$ cat config.mk
export PLATFORM = sky130hd
export DESIGN_NAME = adc_clk_lock_mon_flat
export DESIGN_NICKNAME = d
export VERILOG_FILES = /design/src/rtl/adc_clk_lock_mon_pkg.sv /design/src/rtl/adc_clk_lock_mon_if.sv /design/src/rtl/adc_clk_lock_mon_ch.sv /design/src/rtl/adc_clk_lock_mon.sv /design/src/flat_wrapper.sv
export SDC_FILE = /design/constraint.sdc
export NUM_CORES = 1
export LEC_CHECK = 0
export ABC_AREA = 1
export ABC_CLOCK_PERIOD_IN_PS = 4590
export BUFFER_PORTS_ARGS = -buffer_cell sky130_fd_sc_hd__buf_4
export CORE_AREA = 2 2 126 128
export CTS_BUF_LIST = sky130_fd_sc_hd__clkbuf_16
export DETAILED_ROUTE_END_ITERATION = 12
export DIE_AREA = 0 0 128 130
export GPL_ROUTABILITY_DRIVEN = 0
export PLACE_DENSITY = 0.78
export SYNTH_ARGS = -nofsm -noshare
export SYNTH_HDL_FRONTEND = slang
export SYNTH_SLANG_ARGS = --single-unit
$ cat constraint.sdc
create_clock -name gclk10m_buf -period 4.59 [get_ports gclk10m_buf]
set_input_delay 0.459 -clock gclk10m_buf [delete_from_list [all_inputs] [get_ports gclk10m_buf]]
set_output_delay 0.459 -clock gclk10m_buf [all_outputs]
set_load 0.1 [all_outputs]
$ cat src/rtl/adc_clk_lock_mon_pkg.sv
// Shared types and defaults for the ADC capture-clock lock monitor.
// Latency: none (declarations only).
// Backpressure: none (declarations only).
package adc_clk_pkg;

   // One-hot channel FSM encoding; bit LOCKED_BIT is the LOCKED flop itself.
   typedef enum logic [3:0] {
      ST_IDLE   = 4'b0001,
      ST_ACQ    = 4'b0010,
      ST_HOLD   = 4'b0100,
      ST_LOCKED = 4'b1000
   } ch_state_e;

   localparam int LOCKED_BIT = 3;

   localparam int WIN_CYC_DEF   = 1024;
   localparam int EDGE_MIN_DEF  = 240;
   localparam int EDGE_MAX_DEF  = 260;
   localparam int LOCK_WINS_DEF = 4;

   // Width of each per-channel loss counter.
   localparam int LOSS_W = 8;

endpackage

$ cat src/rtl/adc_clk_lock_mon_if.sv
// Control/status bundle between the lock monitor and its user.
// Latency: none (wires only).
// Backpressure: none; all signals are level or single-cycle pulses.
// Signals: hb_in (async heartbeats), ch_rearm / loss_clr (pulses in),
//          lock, rst_out_n, all_locked, loss_cnt (status out).
interface adc_clk_lock_mon_if
   import adc_clk_pkg::*;
#(
   parameter int N_CH = 4
);
   logic [N_CH-1:0]        hb_in;
   logic [N_CH-1:0]        ch_rearm;
   logic                   loss_clr;
   logic [N_CH-1:0]        lock;
   logic [N_CH-1:0]        rst_out_n;
   logic                   all_locked;
   logic [N_CH*LOSS_W-1:0] loss_cnt;

   // master: the user side driving heartbeats and control pulses.
   modport master (
      output hb_in, ch_rearm, loss_clr,
      input  lock, rst_out_n, all_locked, loss_cnt
   );

   // slave: the monitor itself.
   modport slave (
      input  hb_in, ch_rearm, loss_clr,
      output lock, rst_out_n, all_locked, loss_cnt
   );
endinterface

$ cat src/rtl/adc_clk_lock_mon_ch.sv
// One channel: heartbeat sync + edge count, lock FSM, hold-off, loss counter.
// Latency: heartbeat edge counted 2 edges after sampling; lock decoded from LOCKED flop.
// Backpressure: none; ch_rearm/loss_clr are single-cycle pulses acted on immediately.
// Ports: clk, rst_n, win_end (shared window strobe), hb (async toggle), rearm,
//        loss_clr, lock, rst_out_n, loss_cnt.
module adc_clk_lock_ch
   import adc_clk_pkg::*;
#(
   parameter int CNT_W     = 10,
   parameter int EDGE_MIN  = EDGE_MIN_DEF,
   parameter int EDGE_MAX  = EDGE_MAX_DEF,
   parameter int LOCK_WINS = LOCK_WINS_DEF,
   parameter int HOLD_CYC  = 256
) (
   input  logic              clk,
   input  logic              rst_n,
   input  logic              win_end,
   input  logic              hb,
   input  logic              rearm,
   input  logic              loss_clr,
   output logic              lock,
   output logic              rst_out_n,
   output logic [LOSS_W-1:0] loss_cnt
);
   localparam int STREAK_W = $clog2(LOCK_WINS + 1);
   localparam int HOLD_W   = (HOLD_CYC > 1) ? $clog2(HOLD_CYC) : 1;

   localparam logic [CNT_W-1:0]    CNT_MAX  = '1;
   localparam logic [CNT_W-1:0]    CNT_LO   = CNT_W'(EDGE_MIN);
   localparam logic [CNT_W-1:0]    CNT_HI   = CNT_W'(EDGE_MAX);
   localparam logic [STREAK_W-1:0] STREAK_N = STREAK_W'(LOCK_WINS);
   localparam logic [HOLD_W-1:0]   HOLD_END = HOLD_W'(HOLD_CYC - 1);

   logic                hb_s1, hb_s2, hb_prev;
   logic                hb_edge;
   logic [CNT_W-1:0]    edge_cnt;
   logic                win_good;
   ch_state_e           state_q, state_d;
   logic [STREAK_W-1:0] streak_q, streak_d;
   logic [HOLD_W-1:0]   hold_q, hold_d;
   logic                loss_inc;

   // Heartbeat is a toggle, so both transitions are edges.
   assign hb_edge = hb_s2 ^ hb_prev;

   always_ff @(posedge clk or negedge rst_n) begin
      if (!rst_n) begin
         hb_s1   <= 1'b0;
         hb_s2   <= 1'b0;
         hb_prev <= 1'b0;
      end else begin
         hb_s1   <= hb;
         hb_s2   <= hb_s1;
         hb_prev <= hb_s2;
      end
   end

   // An edge landing in the win_end cycle belongs to the next window.
   always_ff @(posedge clk or negedge rst_n) begin
      if (!rst_n)
         edge_cnt <= '0;
      else if (win_end)
         edge_cnt <= CNT_W'(hb_edge);
      else if (hb_edge && edge_cnt != CNT_MAX)
         edge_cnt <= edge_cnt + 1'b1;
   end

   assign win_good = (edge_cnt >= CNT_LO) && (edge_cnt <= CNT_HI);

   always_ff @(posedge clk or negedge rst_n) begin
      if (!rst_n) begin
         state_q  <= ST_IDLE;
         streak_q <= '0;
         hold_q   <= '0;
      end else begin
         state_q  <= state_d;
         streak_q <= streak_d;
         hold_q   <= hold_d;
      end
   end

   always_comb begin
      state_d  = state_q;
      streak_d = streak_q;
      hold_d   = hold_q;
      loss_inc = 1'b0;
      unique case (state_q)
         ST_IDLE: begin
            state_d  = ST_ACQ;
            streak_d = '0;
         end
         ST_ACQ: begin
            if (win_end) begin
               if (win_good) begin
                  streak_d = streak_q + 1'b1;
                  if (streak_q + 1'b1 == STREAK_N) begin
                     state_d = ST_HOLD;
                     hold_d  = '0;
                  end
               end else begin
                  streak_d = '0;
               end
            end
         end
         ST_HOLD: begin
            // A bad window outranks hold-off completion in the same cycle.
            if (win_end && !win_good) begin
               state_d  = ST_ACQ;
               streak_d = '0;
               loss_inc = 1'b1;
            end else if (hold_q == HOLD_END) begin
               state_d = ST_LOCKED;
            end else begin
               hold_d = hold_q + 1'b1;
            end
         end
         ST_LOCKED: begin
            if (win_end && !win_good) begin
               state_d  = ST_ACQ;
               streak_d = '0;
               loss_inc = 1'b1;
            end
         end
         default: begin
            state_d  = ST_IDLE;
            streak_d = '0;
         end
      endcase
      // Rearm discards any window result in the same cycle and is not a loss.
      if (rearm) begin
         state_d  = ST_ACQ;
         streak_d = '0;
         loss_inc = 1'b0;
      end
   end

   // Clear outranks a coincident increment.
   always_ff @(posedge clk or negedge rst_n) begin
      if (!rst_n)
         loss_cnt <= '0;
      else if (loss_clr)
         loss_cnt <= '0;
      else if (loss_inc && loss_cnt != '1)
         loss_cnt <= loss_cnt + 1'b1;
   end

   assign lock      = state_q[LOCKED_BIT];
   assign rst_out_n = state_q[LOCKED_BIT];

endmodule

$ cat src/rtl/adc_clk_lock_mon.sv
// Multi-channel ADC capture-clock lock monitor and capture-reset sequencer.
// Latency: lock per channel LOCK_WINS windows + HOLD_CYC after acquisition start; all_locked +1.
// Backpressure: none; status is continuously valid.
// Ports: gclk10m_buf (only clock), sys_rst_n (async active-low), mon (slave bundle).
module adc_clk_lock_mon
   import adc_clk_pkg::*;
#(
   parameter int N_CH      = 4,
   parameter int WIN_CYC   = WIN_CYC_DEF,
   parameter int CNT_W     = 10,
   parameter int EDGE_MIN  = EDGE_MIN_DEF,
   parameter int EDGE_MAX  = EDGE_MAX_DEF,
   parameter int LOCK_WINS = LOCK_WINS_DEF,
   parameter int HOLD_CYC  = 256
) (
   input  logic             gclk10m_buf,
   input  logic             sys_rst_n,
   adc_clk_lock_mon_if.slave mon
);
   localparam int WIN_W = (WIN_CYC > 1) ? $clog2(WIN_CYC) : 1;
   localparam logic [WIN_W-1:0] WIN_LAST = WIN_W'(WIN_CYC - 1);

   logic [WIN_W-1:0]       win_cnt;
   logic                   win_end;
   logic [N_CH-1:0]        lock_vec;
   logic [N_CH-1:0]        rst_vec;
   logic [N_CH*LOSS_W-1:0] loss_vec;
   logic                   all_locked_q;

   // One window counter serves every channel so all windows are aligned.
   assign win_end = (win_cnt == WIN_LAST);

   always_ff @(posedge gclk10m_buf or negedge sys_rst_n) begin
      if (!sys_rst_n)
         win_cnt <= '0;
      else if (win_end)
         win_cnt <= '0;
      else
         win_cnt <= win_cnt + 1'b1;
   end

   for (genvar k = 0; k < N_CH; k++) begin : g_ch
      adc_clk_lock_ch #(
         .CNT_W     (CNT_W),
         .EDGE_MIN  (EDGE_MIN),
         .EDGE_MAX  (EDGE_MAX),
         .LOCK_WINS (LOCK_WINS),
         .HOLD_CYC  (HOLD_CYC)
      ) u_ch (
         .clk       (gclk10m_buf),
         .rst_n     (sys_rst_n),
         .win_end   (win_end),
         .hb        (mon.hb_in[k]),
         .rearm     (mon.ch_rearm[k]),
         .loss_clr  (mon.loss_clr),
         .lock      (lock_vec[k]),
         .rst_out_n (rst_vec[k]),
         .loss_cnt  (loss_vec[k*LOSS_W +: LOSS_W])
      );
   end

   always_ff @(posedge gclk10m_buf or negedge sys_rst_n) begin
      if (!sys_rst_n)
         all_locked_q <= 1'b0;
      else
         all_locked_q <= &lock_vec;
   end

   assign mon.lock       = lock_vec;
   assign mon.rst_out_n  = rst_vec;
   assign mon.loss_cnt   = loss_vec;
   assign mon.all_locked = all_locked_q;

endmodule

$ cat src/flat_wrapper.sv
// flat-port wrapper written by rule: the top's interface ports become plain ports
module adc_clk_lock_mon_flat import adc_clk_pkg::*;
#(
   parameter int N_CH      = 4,
   parameter int WIN_CYC   = WIN_CYC_DEF,
   parameter int CNT_W     = 10,
   parameter int EDGE_MIN  = EDGE_MIN_DEF,
   parameter int EDGE_MAX  = EDGE_MAX_DEF,
   parameter int LOCK_WINS = LOCK_WINS_DEF,
   parameter int HOLD_CYC  = 256
)
  (gclk10m_buf, sys_rst_n, mon_hb_in, mon_ch_rearm, mon_loss_clr, mon_lock, mon_rst_out_n, mon_all_locked, mon_loss_cnt);
  adc_clk_lock_mon_if #(.N_CH(N_CH)) mon_i ();
  input  logic gclk10m_buf;
  input  logic sys_rst_n;
  input wire logic [$bits(mon_i.hb_in)-1:0] mon_hb_in;
  input wire logic [$bits(mon_i.ch_rearm)-1:0] mon_ch_rearm;
  input wire logic [$bits(mon_i.loss_clr)-1:0] mon_loss_clr;
  output wire logic [$bits(mon_i.lock)-1:0] mon_lock;
  output wire logic [$bits(mon_i.rst_out_n)-1:0] mon_rst_out_n;
  output wire logic [$bits(mon_i.all_locked)-1:0] mon_all_locked;
  output wire logic [$bits(mon_i.loss_cnt)-1:0] mon_loss_cnt;
  assign mon_i.hb_in = mon_hb_in;
  assign mon_i.ch_rearm = mon_ch_rearm;
  assign mon_i.loss_clr = mon_loss_clr;
  assign mon_lock = mon_i.lock;
  assign mon_rst_out_n = mon_i.rst_out_n;
  assign mon_all_locked = mon_i.all_locked;
  assign mon_loss_cnt = mon_i.loss_cnt;
  adc_clk_lock_mon #(.N_CH(N_CH), .WIN_CYC(WIN_CYC), .CNT_W(CNT_W), .EDGE_MIN(EDGE_MIN), .EDGE_MAX(EDGE_MAX), .LOCK_WINS(LOCK_WINS), .HOLD_CYC(HOLD_CYC)) u_core (.gclk10m_buf(gclk10m_buf), .sys_rst_n(sys_rst_n), .mon(mon_i));
endmodule
==> metrics.md, run 1 <==
| Metric | Value |
|---|---|
| Crit. End Element | `flip-flop` |
| Mapped Area | `a little over 0.009 mm2` |
| Final Hold Fails | `0` |
| Max-slew violations | `0` |
| CP startpoint kind | `flip-flop` |
| RSZ-0062 raised after global routing | `false` |
| Critical Path RT | `4.91 ns` |
| Ys Warns | `0` |
| Ant. Diodes | `0` |
| Synth area leader | `dfrtp_1` |
| Post-CTS Resized | `0` |
| Net count after synthesis | `roughly 1200` |
| Crit path arrival time | `2.71 ns` |
| Primary FF master, synth | `dfrtp_1` |
| Final period demand of the worst path | `2.39 ns` |
| CP Buf/Inv Count | `2` |
| Area grow syn2layout | `11.6%` |
| Unique masters post-synth | `41` |
| Yosys top cell area share | `41.7%` |
| Status | `finished, final reports clean` |
| Initial antenna violation count | `0` |
| Async SR Flop Fraction | `between 90% and 100%` |
| Final cell count without fillers | `1406` |
| Worst path cell trace | `ha_1, nand2_1, nor2_1, nand2_1, nor2_1, inv_1, nand2_1, nand2_1, nand2_1, o21ai_0, inv_1` |
| CTS H-tree lvls | `4` |
| Fmax | `418 MHz` |
| GRT overflow | `0` |
| Internal reg-to-reg setup slack | `about 2.2 ns` |
| Area post-placement | `between 0.009 and 0.01 mm2` |
| Die width | `128 um` |
| DRC Markers | `0` |
| Core Area | `0.0154 mm2` |
| Critical Path Max Stage Delay | `between 0.5 and 0.6 ns` |
| Cell family with most CP delay | `simple AND/OR/NAND/NOR gates` |
| Period utilization | `52.1%` |
| DR pass1 iterations | `5` |
| Design area | `0.0101 mm2` |
| R2R depth | `11` |
| Vias per cell | `between 5 and 6` |
| Starting Density | `58.7%` |
| Total number of vias | `7623` |
| Part of the power in combinational logic | `25.3%` |
| R2R Path End | `u_core.g_ch[3].u_ch.streak_q[1]` |
| Synthesis-stage register bit count | `155` |
| Post-Syn Instances | `between 1000 and 1500` |
| Vias in the first global route | `7034` |
| MaxCap Viol Count | `0` |
| P_sw | `1470 uW` |
| Most area-consuming cells after synthesis | `dfrtp_1 (42%), nand2_1 (12%), nand3_1 (8.5%)` |
| CTS Sinks | `155` |
| Fraction of final layout cells sized beyond drive strength 1 | `11.3%` |
| Hold Buf Count CTS | `0` |
| Clk pwr share | `31.4%` |
| Slowest cell on the critical path | `inv_1` |
| Crit-path max FO | `20` |
| Cell Pwr Density | `399 mW/mm2` |
| Final setup viols | `0` |
| Initial DRC Count | `454` |
| Largest net degree at the start of global routing | `85` |
| CTS tree | `done` |
| FP Rows | `46` |
| Clk buf depth | `2` |
| Post-synth top cells | `nand2_1 (295), nand3_1 (154), dfrtp_1 (151)` |
| Relative slew slack | `34.9%` |
| Post-synth EDFFs | `0` |
| Setup Fix Bufs, Post-CTS | `0` |
| Critical path class | `reg -> reg` |
| Port buffer count | `51` |
| Fillers | `1348` |
| Switch share | `between 30% and 40%` |
| Sequential fraction of the synthesis area | `42.9%` |
| Die area | `0.0166 mm2` |
| Worst-path clk slew | `0.06 ns` |
| IO Count | `52` |
| Nets | `1237` |
| P_leak | `a little over 0.005 uW` |
| Post-DP HPWL | `13000 um` |
| Worst skew pair latency | `approximately 0.44 ns` |
| CTS root buf | `clkbuf_16` |
| Mean routed wirelength per cell | `13.2 um` |
| CTS Buf Count | `17` |
| Total Routing Usage GR | `23.8%` |
| Hold crit path type | `in -> async` |
| Tot Pwr | `a little over 4000 uW` |
| Die H | `130 um` |
| Setup tns final | `0 ns` |
| Reg power frac | `43.3%` |
| Final Routed Wirelength | `18600 um` |
| Crit path top cell by count | `nand2_1` |
| Placed instance count | `between 1000 and 1500` |
| Post-route ant nets | `0` |
| Most frequent cell after synthesis | `nand2_1` |
| Least-Margin Pin Slew | `0.975 ns` |
| Reg-to-Reg Start | `u_core.win_cnt[0]` |
| Clock Skews | `0.00958 ns` |
| Internal power component | `2560 uW` |
| Syn avg cell area | `7.88 um2` |
| First-pass GRT wire length | `32100 um` |
| Max VDD drop | `0.283 mV` |
power groups by stage:
stage	Clock, uW	Sequential [uW]	Combinational, uW
floorplan	0	1720	799
global placement	0	1760	984
detailed placement	0	1770	1010
CTS	1290	1740	1020
finish	1270	1750	1020
global route	1350	1780	1170
cells by family (layout without fill, tap and decap cells):
kind of cell,Yosys count,count (layout),synth area share [%]
AO/OA/AOI/OAI,84,84,5.59
XOR/XNOR,69,69,6.67
adder cells (fa/ha/maj),25,25,3.45
buffers and inverters,140,204,6.31
flip-flops,155,155,42.9
AND/OR/NAND/NOR,677,677,35.1
placed cells by master, fill, tap and decap left out, drive strengths merged, types with 22 or more instances in the layout:
cell / n
buf: 54
dfrtp: 151
ha: 25
inv: 123
nand2: 318
nand3: 155
nand3b: 22
nor2: 116
nor3: 35
o21ai: 49
xor2: 53
routing by layer:
layer  GRT usage (%)  part of all wire [%]  wire length, um
met5               0                     0                0
met4            8.27                   1.7              318
met3            5.21                   3.8              701
met2            39.6                    48             8930
met1            31.0                    46             8650
how the worst max path moves through the flow:
stage,from,to,slack (ns),cells after the start
floorplan,u_core.g_ch[1].u_ch.loss_cnt[1],u_core.g_ch[1].u_ch.loss_cnt[0],2.43,10
global placement,u_core.win_cnt[0],u_core.g_ch[3].u_ch.streak_q[0],2.34,11
detailed placement,u_core.win_cnt[0],u_core.g_ch[3].u_ch.streak_q[1],2.21,11
CTS,u_core.win_cnt[0],u_core.g_ch[3].u_ch.streak_q[1],2.19,11
global route,u_core.win_cnt[0],u_core.g_ch[3].u_ch.streak_q[1],1.91,11
finish,u_core.win_cnt[0],u_core.g_ch[3].u_ch.streak_q[1],2.20,11
worst register-to-register path: cells and delay by family (launching register included):
family	cells	cell delay, ns
DFF	1	0.40
AOI/OAI and AO/OA	1	0.20
buffers and inverters	2	0.64
adders and majority gates	1	0.23
and+or+nand+nor	7	0.82
through the flow:
step | setup WS (ns) | util, % | hold WS (ns)
floorplan | 2.43 | - | 0.163
global placement | 2.34 | 62.1 | 0.334
detailed placement | 2.21 | 62.1 | 0.336
CTS | 2.19 | 65.5 | 0.104
global route | 1.91 | 65.5 | 0.106
finish | 2.20 | 65.5 | 0.0835
sequential cells by signal, summed over array words and instances, names as in the netlist:
signal	flops
u_core.g_ch.u_ch.edge_cnt	40
u_core.g_ch.u_ch.hb_prev	4
u_core.g_ch.u_ch.hb_s1	4
u_core.g_ch.u_ch.hb_s2	4
u_core.g_ch.u_ch.hold_q	32
u_core.g_ch.u_ch.loss_cnt	32
u_core.g_ch.u_ch.state_q	16
u_core.g_ch.u_ch.streak_q	12
u_core.mon.all_locked	1
u_core.win_cnt	10
final cells by class:
type	instances	area [um2]	area share, %
tap	192	240	2.38
clock inverter	15	98.8	0.978
sequential	155	3880	38.4
inverter	118	445	4.41
multi-input combinational	855	4600	45.6
timing repair buffer	54	409	4.05
clock buffer	17	425	4.21
No activity file was read; power rests on OpenSTA's default activity.
==> run 2: changes to the inputs <==
ABC_CLOCK_PERIOD_IN_PS = 2150   (was 4590)
CORE_AREA = 2 2 131 133   (was 2 2 126 128)
DIE_AREA = 0 0 133 135   (was 0 0 128 130)
PLACE_DENSITY = 0.76   (was 0.78)
clock period = 2.15 ns   (was 4.59 ns; I/O delays follow)
==> run 2 against run 1 <==
Clock skew is 0.0056 ns higher. Cell count is 4.5% higher. Die area is 7.9% higher. Sequential power is 110% higher. Combinational power is 130% higher. Critical path depth stayed put. First-iteration DRC count is 35% higher. Count of clock-buffer cells in the layout stayed put. Critical path type unchanged.
==> metrics.md, run 2 (synthesis results as in run 1) <==
| Metric | Value |
|---|---|
| R2R depth | `11 (unchanged)` |
| Slowest cell on the critical path | `dfrtp_1 (was inv_1)` |
| Cell Pwr Density | `855 mW/mm2 (was 399 mW/mm2)` |
| Fmax | `494 MHz (was 418 MHz)` |
| CTS Buf Count | `17 (unchanged)` |
| Min-Delay Path Depth | `4` |
| Most frequent cells in the layout | `nand2_1 (293), nand3_1 (154), dfrtp_1 (149) (was nand2_1 (295), nand3_1 (154), dfrtp_1 (151))` |
| CTS Sinks | `155 (unchanged)` |
| Largest net degree at the start of global routing | `54 (was 85)` |
| Clock Skews | `0.0152 ns (was 0.00958 ns)` |
| Total Routing Usage GR | `22.8% (was 23.8%)` |
| CTS root buf | `clkbuf_16 (unchanged)` |
| Hold crit path type | `in -> reg (was in -> async)` |
| FP Rows | `47 (was 46)` |
| Largest register FFs | `40 (unchanged)` |
| Die H | `135 um (was 130 um)` |
| Period utilization | `94.2% (was 52.1%)` |
| Relative slew slack | `48.6% (was 34.9%)` |
| CP startpoint kind | `flip-flop (unchanged)` |
| Multi-input gate area | `0.00462 mm2 (was 0.00460 mm2)` |
| Internal reg-to-reg setup slack | `0.12 ns (was 2.20 ns)` |
| Post-route ant nets | `0 (unchanged)` |
| Max-slew violations | `0 (unchanged)` |
| Hold Startpoint | `mon_loss_clr` |
| IO Count | `52 (unchanged)` |
| P_leak | `0.00538 uW (was 0.00515 uW)` |
| CTS H-tree lvls | `4 (unchanged)` |
| Critical Path Max Stage Delay | `0.37 ns (was 0.58 ns)` |
| Ant. Diodes | `0 (unchanged)` |
| Utilization after layout | `64.4% (was 65.5%)` |
| Reg-to-Reg Start | `u_core.win_cnt[0] (unchanged)` |
| Vias per cell | `5.29 (was 5.42)` |
| Status | `finished, final reports clean (unchanged)` |
| CP Buf/Inv Count | `2 (unchanged)` |
| Worst Hold Endpoint | `u_core.g_ch[3].u_ch.loss_cnt[1]` |
| Starting Density | `55.2% (was 58.7%)` |
| Final setup viols | `0 (unchanged)` |
| Die area | `0.0180 mm2 (was 0.0166 mm2)` |
| R2R Path End | `u_core.g_ch[1].u_ch.streak_q[0] (was u_core.g_ch[3].u_ch.streak_q[1])` |
| FF+latch area | `0.00389 mm2 (was 0.00388 mm2)` |
| Critical Path RT | `2.47 ns (was 4.91 ns)` |
| Fillers | `1373 (was 1348)` |
| Cell family with most CP delay | `simple AND/OR/NAND/NOR gates (unchanged)` |
| Biggest regs | `u_core.g_ch.u_ch.edge_cnt: 40 flops, u_core.g_ch.u_ch.hold_q: 32 flops, u_core.g_ch.u_ch.loss_cnt: 32 flops (unchanged)` |
| Clk buf depth | `2 (unchanged)` |
| Worst skew pair latency | `0.44 ns (about the same)` |
| Port buffer count | `51 (unchanged)` |
| Critical path class | `reg -> reg (unchanged)` |
| Final period demand of the worst path | `2.03 ns (was 2.39 ns)` |
| Final Routed Wirelength | `19600 um (was 18600 um)` |
| Worst path cell trace | `ha_2, nand2_1, nor2_4, nand4_4, nor2_8, buf_12, nand2_4, nand2_1, o21ai_0, o21ai_0, inv_1 (was ha_1, nand2_1, nor2_1, nand2_1, nor2_1, inv_1, nand2_1, nand2_1, nand2_1, o21ai_0, inv_1)` |
| Max VDD drop | `0.685 mV (was 0.283 mV)` |
| Final cell count without fillers | `1469 (was 1406)` |
| DR pass1 iterations | `6 (was 5)` |
| Largest Register | `u_core.g_ch.u_ch.edge_cnt (unchanged)` |
| Initial antenna violation count | `0 (unchanged)` |
| Post-DP HPWL | `13700 um (was 13000 um)` |
| Final Hold Fails | `0 (unchanged)` |
| DRC Markers | `0 (unchanged)` |
| Fraction of final layout cells sized beyond drive strength 1 | `13.5% (was 11.3%)` |
| Least-Margin Pin Slew | `0.763 ns (was 0.975 ns)` |
| Area grow syn2layout | `16.6% (was 11.6%)` |
| Crit. End Element | `flip-flop (unchanged)` |
| GRT overflow | `0 (unchanged)` |
| Mean routed wirelength per cell | `13.4 um (was 13.2 um)` |
| CTS tree | `done (unchanged)` |
| Die width | `133 um (was 128 um)` |
| Nets | `1272 (was 1237)` |
| Initial DRC Count | `611 (was 454)` |
| Vias in the first global route | `7451 (was 7034)` |
| Worst-path clk slew | `0.06 ns (about the same)` |
| Commonest non-fill, non-tap cell in the layout | `nand2_1 (unchanged)` |
| Total number of vias | `7765 (was 7623)` |
| Crit path arrival time | `2.35 ns (was 2.71 ns)` |
| First-pass GRT wire length | `33700 um (was 32100 um)` |
| Placed instance count | `1424 (was 1374)` |
| MaxCap Viol Count | `0 (unchanged)` |
| Core Area | `0.0164 mm2 (was 0.0154 mm2)` |
| Crit-path max FO | `10 (was 20)` |
## run 2: changes by cell type in the layout (fill, tap and decap cells not counted), moves of 3 or more
cell           change
buf_4             +21
buf_12             +5
clkinvlp_4         -3
bufinv_16          +3
dlygate4sd3_1      +9
clkinv_4           +3
inv_6              -4
## run 2: worst register-to-register path, stage by stage (launching register included)
cell and delay [ns]:
dfrtp_1 0.37, ha_2 0.20, nand2_1 0.12, nor2_4 0.14, nand4_4 0.12, nor2_8 0.19
buf_12 0.13, nand2_4 0.11, nand2_1 0.18, o21ai_0 0.15, o21ai_0 0.13, inv_1 0.07
## run 2: routing by layer
metal	vias to the layer above	share of wire, %	track usage, %
li1	3925	-	-
met1	3654	45	29.4
met2	166	49	38.7
met3	20	4.0	4.32
met4	0	1.2	7.59
met5	-	0	0
## run 2: area by class of cell
| type | count | area share, % |
|---|---|---|
| Multi-Input combinational cell | 855 | 43.7 |
| Sequential cell | 155 | 36.8 |
| Timing Repair Buffer | 89 | 7.16 |
| Inverter | 118 | 4.22 |
| Clock buffer | 17 | 4.03 |
| Tap cell | 220 | 2.61 |
| Clock inverter | 15 | 1.52 |
## run 2: metrics by stage
stage	hold WS (ns)	setup TNS (ns)	setup slack [ns]	total power [uW]	instance area [um2]
2_1_floorplan	-0.0806	0	0.00751	5380	9060
5_1_grt	0.280	-0.270	-0.0274	9580	10600
6_report	0.256	0	0.124	9030	10600
3_5_place_dp	0.182	0	0.0721	6030	9820
3_3_place_gp	0.180	0	0.146	5970	9820
4_1_cts	0.238	0	0.0601	9070	10500
## run 2: how the worst max path moves through the flow
stage	from	to	slack (ns)	cells after the start
after global routing	u_core.win_cnt[0]	u_core.g_ch[3].u_ch.hold_q[1]	-0.03	11
after global placement	u_core.g_ch[3].u_ch.edge_cnt[0]	u_core.g_ch[3].u_ch.hold_q[4]	0.15	13
after CTS	u_core.g_ch[3].u_ch.edge_cnt[0]	u_core.g_ch[3].u_ch.hold_q[4]	0.06	13
after floorplan	u_core.g_ch[3].u_ch.loss_cnt[1]	u_core.g_ch[3].u_ch.loss_cnt[3]	0.008	8
final	u_core.win_cnt[0]	u_core.g_ch[1].u_ch.streak_q[0]	0.12	11
after detailed placement	u_core.g_ch[3].u_ch.edge_cnt[0]	u_core.g_ch[3].u_ch.hold_q[5]	0.07	13
## run 2: repair_timing
item,4_1_cts,5_1_grt
resized for setup,0,7
endpoints found under the hold margin,50,0
setup buffers,0,4
hold buffers,9,0
endpoints found under the setup margin,0,45
## run 2: report_power, final
| part | internal (uW) | switching [uW] | total (uW) |
|---|---|---|---|
| clock network | 1800 | 1180 | 2990 |
| logic | 750 | 1570 | 2320 |
| registers | 3340 | 388 | 3730 |
